`config.mk`:
```
export PLATFORM = sky130hd
export DESIGN_NAME = print
export DESIGN_NICKNAME = d
export VERILOG_FILES = /design/src/rtl/print.sv
export SDC_FILE = /design/constraint.sdc
export NUM_CORES = 1
export LEC_CHECK = 0
export BUFFER_PORTS_ARGS = -buffer_cell sky130_fd_sc_hd__buf_2
export CORE_ASPECT_RATIO = 2
export CORE_MARGIN = 4
export CORE_UTILIZATION = 54
export CTS_CLUSTER_DIAMETER = 100
export DETAILED_ROUTE_END_ITERATION = 16
export GPL_TIMING_DRIVEN = 0
export PLACE_DENSITY = 0.91
export SYNTH_ARGS = -nofsm -noshare
export SYNTH_HDL_FRONTEND = slang
export SYNTH_SLANG_ARGS = --single-unit
```
`constraint.sdc`:
```
create_clock -name clock -period 6.15 [get_ports clock]
set_input_delay 0.9225 -clock clock [delete_from_list [all_inputs] [get_ports clock]]
set_output_delay 0.9225 -clock clock [all_outputs]
set_load 0.02 [all_outputs]
```
`src/rtl/print.sv`:
```
// print: memory-mapped console output port.
// Bytes written to TXDATA queue in a FIFO and drain one at a time.
module print #(
    parameter int FIFO_DEPTH   = 8,
    parameter int DRAIN_CYCLES = 1
) (
    input  logic        clock,
    input  logic        reset,
    input  logic        print_valid,
    input  logic        print_instr,
    input  logic [31:0] print_addr,
    input  logic [31:0] print_wdata,
    input  logic [3:0]  print_wstrb,
    output logic [31:0] print_rdata,
    output logic        print_ready
);
    localparam int AW = $clog2(FIFO_DEPTH);
    localparam int DW = $clog2(DRAIN_CYCLES + 1);

    logic [7:0]    mem [FIFO_DEPTH];
    logic [AW-1:0] wptr;
    logic [AW-1:0] rptr;
    logic [AW:0]   count;
    logic [DW-1:0] drain_cnt;
    logic [31:0]   txcount;

    logic [1:0]  sel;
    logic        is_write;
    logic        req;
    logic        empty;
    logic        full;
    logic        pop;
    logic        push_req;
    logic        accept;
    logic        push;
    logic        clear;
    logic        rd_status;
    logic        rd_count;
    logic [7:0]  head;
    logic [31:0] count_w;
    logic [3:0]  occ;
    logic [31:0] rd_val;
    logic        unused;

    assign unused = ^{print_addr[31:4], print_addr[1:0], print_wdata[31:8]};

    assign sel      = print_addr[3:2];
    assign is_write = |print_wstrb;
    assign req      = print_valid && !print_ready && !print_instr;

    assign empty   = count == '0;
    assign full    = count == (AW+1)'(FIFO_DEPTH);
    assign head    = mem[rptr];
    assign count_w = 32'(count);
    assign occ     = (count_w > 32'd15) ? 4'hF : count_w[3:0];

    assign pop = !empty && drain_cnt == DW'(DRAIN_CYCLES - 1);

    // A full FIFO still takes the push if the head leaves on the same edge.
    assign push_req = req && sel == 2'd0 && print_wstrb[0];
    assign accept   = print_valid && !print_ready
                   && !(push_req && full && !pop);
    assign push     = accept && push_req;
    assign clear    = accept && req && sel == 2'd2 && is_write;

    assign rd_status = !print_instr && sel == 2'd1;
    assign rd_count  = !print_instr && sel == 2'd2;

    always_comb begin
        rd_val = '0;
        unique case (1'b1)
            rd_status: rd_val = {24'd0, occ, 2'b00, full, empty};
            rd_count:  rd_val = txcount;
            default:   rd_val = '0;
        endcase
    end

    always_ff @(posedge clock or negedge reset) begin
        if (!reset) begin
            print_ready <= 1'b0;
            print_rdata <= '0;
            wptr        <= '0;
            rptr        <= '0;
            count       <= '0;
            drain_cnt   <= '0;
            txcount     <= '0;
        end else begin
            print_ready <= accept;
            print_rdata <= accept ? rd_val : '0;
            if (push)
                wptr <= wptr + AW'(1);
            if (pop)
                rptr <= rptr + AW'(1);
            unique case ({push, pop})
                2'b10:   count <= count + (AW+1)'(1);
                2'b01:   count <= count - (AW+1)'(1);
                default: count <= count;
            endcase
            if (empty || pop)
                drain_cnt <= '0;
            else
                drain_cnt <= drain_cnt + DW'(1);
            if (clear)
                txcount <= '0;
            else if (pop)
                txcount <= txcount + 32'd1;
`ifndef SYNTHESIS
            if (pop)
                $write("%c", head);
`endif
        end
    end

    always_ff @(posedge clock) begin
        if (push)
            mem[wptr] <= print_wdata[7:0];
    end

endmodule

```
==> results.json, run 1 <==
{
  "placement.cell_area_um2": 3470,
  "ys_seq_elements": 70,
  "synth_nets": 373,
  "ys.flop_type": "dfrtp_1",
  "vias": 2522,
  "tightest_slew_ps": 848,
  "h-tree-depth": 3,
  "drt_iter0_drc": 117,
  "max-vdd-ir-drop_uv": 309,
  "worst_path_max_delay_cell": "clkbuf_1",
  "ios": 105,
  "grt_antenna_before_repair": 0,
  "syn_area_um2": 3180,
  "layout_min_cycle_time_ps": 3330,
  "cts_made_buffers": 9,
  "n_antenna_cell": 0,
  "firstDrtPassIters": 5,
  "cts_buffer_depth": 2,
  "grt_pass1_wl_um": 11700,
  "portBuffers": 42,
  "cts_tree": "yes",
  "critPathRequiredTime_ps": 6360,
  "fill_cells": 460,
  "design_area_um2": 3710,
  "wire_per_inst_um": 16.6,
  "synth_cell_types": 45,
  "finalPower_mw": 1.25,
  "fmax_ghz": 0.300,
  "clock-sinks": 70,
  "postCtsSetupBuffers": 0,
  "skew_ps": 5.95,
  "leakage_nw": 1.78,
  "syn_avg_cell_area_um2": 10.7,
  "async_reset_ff_share_pct": 100,
  "outcome": "finished, final reports clean",
  "clk_pin_slew_ps": 50,
  "critPathCaptureType": "register",
  "arrival_ps": 3540,
  "crit_chain": "buf_2 > nor3b_1 > clkbuf_1 > nor4bb_1 > nand2_1 > ha_1 > clkbuf_1 > xor2_1 > ha_1 > a21oi_1 > xor2_1 > nor2_1 > xor2_1",
  "synthCells": 297,
  "hold_slack_ps": 554,
  "nets": 426,
  "place_hpwl_um": 4880,
  "rsz0062_at_grt": "no",
  "final_max_slew_viol_count": 0,
  "root_buffer": "clkbuf_16",
  "layout_common_cells": "dfrtp_1 (70), buf_2 (41), and3_1 (29), a21oi_1 (22), clkbuf_1 (18)",
  "fp.coreArea_um2": 5710,
  "cpMostUsedCell": "xor2_1",
  "antenna_left": 0,
  "regArea_um2": 1750,
  "grt_pass1_vias": 2597,
  "layout_commonest_cell": "dfrtp_1",
  "drive_gt1_share_pct": 17.6,
  "synth-edff-count": 0,
  "hold_class": "reg -> reg",
  "grt-ovfl-total": 0,
  "setup_viol": 0,
  "critPathMaxFanout": 10,
  "yosys_warnings": 0,
  "insertion_delay_ps": 330,
  "ctsResizeCount": 0,
  "dieWidth_um": 62.3,
  "num_rows": 39,
  "grt_max_degree": 71,
  "track_usage_pct": 20.8,
  "multi_input_area_um2": 1320,
  "post_drt_via_cell_ratio": 6.11,
  "initial_core_util_pct": 55.7,
  "drv_cap": 0,
  "yosysSeqAreaShare_pct": 55.1,
  "powerDensity_nw_per_um2": 336,
  "slew_headroom_pct": 43.5,
  "remaining_drc_errors": 0,
  "hold_buffers": 0,
  "setup_tns_ps": 0,
  "place_congestion": 0.877,
  "die_h_um": 117,
  "dieArea_um2": 7250,
  "critPathLaunchType": "primary input",
  "path_class": "in -> reg",
  "slowest_delay_ps": 420,
  "area_delta_synth_final_pct": 16.8,
  "drt_wl_total_um": 6840,
  "final-hold-violation-count": 0,
  "period_share_pct": 54.1
}
-- final timing paths --
check | startpoint | end | slack (ps) | cells past startpoint
worst max-delay path | print_instr | count[2] | 2820 | 13
worst min-delay path | txcount[30] | txcount[30] | 550 | 2
worst max register to register | count[0] | count[2] | 3090 | 11
worst min register to register | txcount[30] | txcount[30] | 550 | 2
max in group asynchronous | reset | txcount[28] | 4890 | 1
min in group asynchronous | reset | print_rdata[13] | 690 | 1
-- cell usage after synthesis, types with 2 or more instances --
library cell	instances	area, um2
a21oi_1	22	110
nor4_1	7	43.8
xnor2_1	10	87.6
nor2b_1	2	12.5
mux2i_1	2	20.0
nor3b_1	2	15.0
inv_1	4	15.0
a22o_1	5	43.8
buf_6	2	22.5
nand3_1	9	45.0
xor2_1	5	43.8
and3_1	29	181
and4_1	3	26.3
nand2b_1	2	12.5
ha_1	4	50.1
clkbuf_1	16	60.1
nand2_1	16	60.1
dfrtp_1	70	1750
nor2_1	12	45.0
or4_1	12	90.1
or3_1	10	62.6
o31ai_1	10	75.1
nor3_1	4	20.0
nand4_1	8	50.1
and3b_1	2	17.5
o21ai_0	10	50.1
-- final cells by class --
cell class	count	area share [%]
Sequential cell	70	47.2
Multi-Input combinational cell	203	35.6
Clock buffer	11	6.27
Timing Repair Buffer	42	5.73
Buffer	20	2.46
Tap cell	61	2.06
Inverter	4	0.404
Clock inverter	2	0.337
-- flip-flops by register name (all words and copies together) (netlist names) --
register	cells
drain_cnt	1
count	4
print_ready	1
txcount	32
print_rdata	32
-- power breakdown --
group          switching, mW  internal [mW]
Clock                  0.171          0.265
Sequential             0.101          0.525
Combinational          0.101         0.0862
-- worst max-delay path: cells and delay by family --
family	cells	cell delay, ps
simple gates	4	910
buf+inv	3	690
xor+xnor	3	480
fa+ha+maj	2	400
compound gates	1	140
-- cell families after synthesis --
logic type	share of synthesized area [%]
buffers and inverters	3.34
adder cells (fa/ha/maj)	1.57
AO/OA/AOI/OAI	10.4
multiplexers	0.984
XOR/XNOR	4.13
AND/OR/NAND/NOR	24.4
other	0.118
flip-flops	55.1
-- per-stage QoR --
stage / std cells / setup slack [ps] / utilization, %
after floorplan: 297 / 3070 / -
after global placement: 400 / 2550 / 60.7
after detailed placement: 400 / 2510 / 60.7
after CTS: 413 / 2840 / 65.0
after global routing: 413 / 2630 / 65.0
final: 413 / 2820 / 65.0
-- metal layers --
metal	global-route usage, %	vias to the layer above	part of all wire [%]
met5	0	-	0
met4	16.4	0	3.8
met3	4.91	24	5.1
met2	35.8	85	55
met1	21.3	1220	36
li1	-	1193	-
Power figures use the tool's default switching activity.
==> run 2: changes to the inputs <==
--- a/config.mk
+++ b/config.mk
@@ -5,14 +5,15 @@
 export SDC_FILE = /design/constraint.sdc
 export NUM_CORES = 1
 export LEC_CHECK = 0
+export ABC_AREA = 1
 export BUFFER_PORTS_ARGS = -buffer_cell sky130_fd_sc_hd__buf_2
 export CORE_ASPECT_RATIO = 2
 export CORE_MARGIN = 4
-export CORE_UTILIZATION = 54
+export CORE_UTILIZATION = 52
 export CTS_CLUSTER_DIAMETER = 100
 export DETAILED_ROUTE_END_ITERATION = 16
 export GPL_TIMING_DRIVEN = 0
-export PLACE_DENSITY = 0.91
+export PLACE_DENSITY = 0.86
 export SYNTH_ARGS = -nofsm -noshare
 export SYNTH_HDL_FRONTEND = slang
 export SYNTH_SLANG_ARGS = --single-unit
==> constraint.sdc (replaced) <==
create_clock -name clock -period 3.1 [get_ports clock]
set_input_delay 0.465 -clock clock [delete_from_list [all_inputs] [get_ports clock]]
set_output_delay 0.465 -clock clock [all_outputs]
set_load 0.02 [all_outputs]
==> results.json, run 2 <==
{
  "drive_gt1_share_pct": 20.0,
  "drt_iter0_drc": 204,
  "portBuffers": 42,
  "layout_common_cells": "nand2_1 (110), nor2_1 (90), dfrtp_1 (70), inv_1 (52), buf_2 (42)",
  "worstRegToRegCells": 12,
  "dieWidth_um": 66.7,
  "timing.final.ws_setup_ps": 571,
  "fmax_ghz": 0.395,
  "final-hold-violation-count": 0,
  "finalPower_mw": 2.54,
  "fp.coreArea_um2": 6670,
  "remaining_drc_errors": 0,
  "ys_seq_elements": 70,
  "worst_path_max_delay_cell": "dfrtp_1",
  "max-vdd-ir-drop_uv": 425,
  "synthTopCellsByArea": "dfrtp_1 (49%), nand2_1 (12%), nor2_1 (9.4%)",
  "cts_buffer_depth": 2,
  "syn_avg_cell_area_um2": 7.95,
  "r2r_slack_ps": 570,
  "antenna_left": 0,
  "grt_antenna_before_repair": 0,
  "ys_top_cells_by_count": "nand2_1 (110), nor2_1 (90), dfrtp_1 (70)",
  "period_share_pct": 81.6,
  "ys.flop_type": "dfrtp_1",
  "critPathCaptureType": "register",
  "post_drt_via_cell_ratio": 5.23,
  "hold_slack_ps": 222,
  "setup_viol": 0,
  "n_antenna_cell": 0,
  "synth_cell_types": 33,
  "r2r-start": "count[0]",
  "slew_headroom_pct": 42.5,
  "yosysTopAreaCell": "dfrtp_1",
  "wire_per_inst_um": 14.1,
  "firstDrtPassIters": 4,
  "grt_max_degree": 71,
  "syn_area_um2": 3580,
  "powerDensity_nw_per_um2": 609,
  "postCtsSetupBuffers": 0,
  "ios": 105,
  "yosysTopAreaCellShare_pct": 49.0,
  "rsz0062_at_grt": "no",
  "path_buf_inv": 2,
  "leakage_nw": 2.12,
  "layout_commonest_cell": "nand2_1",
  "arrival_ps": 2730,
  "path_class": "reg -> reg",
  "tightest_slew_ps": 863,
  "h-tree-depth": 3,
  "dieArea_um2": 8350,
  "place_congestion": 0.935,
  "track_usage_pct": 22.9,
  "fill_cells": 556,
  "yosys_warnings": 0,
  "grt_pass1_vias": 3302,
  "r2r_end": "count[2]",
  "path_depth": 12,
  "cp-endpoint": "count[2]",
  "hold_buffers": 0,
  "top_regs": "print_rdata: 32 flops, txcount: 32 flops, count: 4 flops",
  "drv_cap": 0,
  "clk_pin_slew_ps": 50,
  "vias": 3108,
  "final_max_slew_viol_count": 0,
  "critPathMaxFanout": 11,
  "ctsResizeCount": 0,
  "insertion_delay_ps": 340,
  "grt_pass1_wl_um": 14500,
  "cts_tree": "yes",
  "initial_core_util_pct": 53.6,
  "drt_wl_total_um": 8350,
  "hold_class": "in -> async",
  "place_worst_setup_slack_ps": 667,
  "grt-ovfl-total": 0,
  "outcome": "finished, final reports clean",
  "slowest_delay_ps": 450,
  "synth-edff-count": 0,
  "critPathLaunch": "count[0]",
  "synthCells": 450,
  "yosysMostFrequentCell": "nand2_1",
  "critPathLaunchType": "register",
  "clock-sinks": 70,
  "async_reset_ff_share_pct": 100,
  "setup_tns_ps": 0,
  "layout_min_cycle_time_ps": 2530,
  "die_h_um": 125,
  "cts_made_buffers": 9,
  "num_rows": 42,
  "skew_ps": 8.91,
  "area_delta_synth_final_pct": 16.7,
  "crit_family": "simple AND/OR/NAND/NOR gates",
  "crit_chain": "nor2_2 > nand3_2 > nand2_4 > inv_2 > buf_2 > ha_1 > nor2_1 > nor2_1 > ha_1 > a21oi_1 > xor2_1 > o21ai_0",
  "root_buffer": "clkbuf_16",
  "nets": 579,
  "synth_nets": 526,
  "place_hpwl_um": 6170,
  "critPathRequiredTime_ps": 3300,
  "yosysSeqAreaShare_pct": 49.0
}
run 2: changes by cell type after synthesis, sizes merged, moves of 8 or more:
cell    delta
nand2    +101
nor2      +93
inv       +56
nand3     +32
and3      -28
clkbuf    -17
a21oi     -15
or4       -13
o31ai     -10
or3       -10
nor4       -8
xnor2      -8
run 2: cell families after synthesis:
| kind of cell | Yosys count | synth area share, % |
|---|---|---|
| compound gates | 19 | 2.97 |
| fa+ha+maj | 4 | 1.40 |
| other cells | 1 | 0.105 |
| buf+inv | 68 | 8.32 |
| flops | 70 | 49.0 |
| simple gates | 280 | 36.3 |
| xor+xnor | 8 | 1.96 |
run 2: worst min-delay path by stage:
stage                           start               to  cells after the start
after global routing            reset  print_rdata[14]                      1
after detailed placement  txcount[31]  print_rdata[31]                      2
after floorplan                 reset         count[0]                      0
after global placement    txcount[31]  print_rdata[31]                      2
after CTS                       reset  print_rdata[12]                      1
final                           reset  print_rdata[12]                      1
run 2: metal layers:
metal / share of wire, % / global-route usage [%] / routed length, um
met1: 34 / 21.7 / 2880
met2: 55 / 39.7 / 4560
met3: 4.7 / 5.48 / 391
met4: 6.3 / 18.6 / 529
met5: 0 / 0 / 0
run 2: stage by stage:
step | utilization [%] | std cells | cell area, um2
5_1_grt | 62.6 | 594 | 4180
3_5_place_dp | 58.5 | 580 | 3900
3_3_place_gp | 58.4 | 580 | 3900
4_1_cts | 62.6 | 594 | 4180
6_report | 62.6 | 594 | 4180
2_1_floorplan | - | 450 | 3580
run 2: worst register-to-register path, cell delays in order (launching register included):
cell and delay, ps:
dfrtp_1 450, nor2_2 170, nand3_2 160, nand2_4 190, inv_2 90, buf_2 210
ha_1 300, nor2_1 130, nor2_1 80, ha_1 180, a21oi_1 180, xor2_1 170
o21ai_0 100
run 2: power breakdown:
group          switching, mW  total, mW  internal [mW]
Sequential             0.105       1.10          0.999
Clock                  0.351      0.947          0.596
Combinational          0.322      0.491          0.169
Total                  0.779       2.54           1.76
run 2: final cells by class:
class                           instances  area [um2]  area share, %
Sequential cell                        70        1750           41.9
Clock inverter                          1        5.00          0.120
Tap cell                               88         110           2.64
Multi-Input combinational cell        312        1530           36.6
Buffer                                  7        68.8           1.65
Timing Repair Buffer                   42         213           5.09
Clock buffer                           13         270           6.47
Inverter                               61         229           5.48
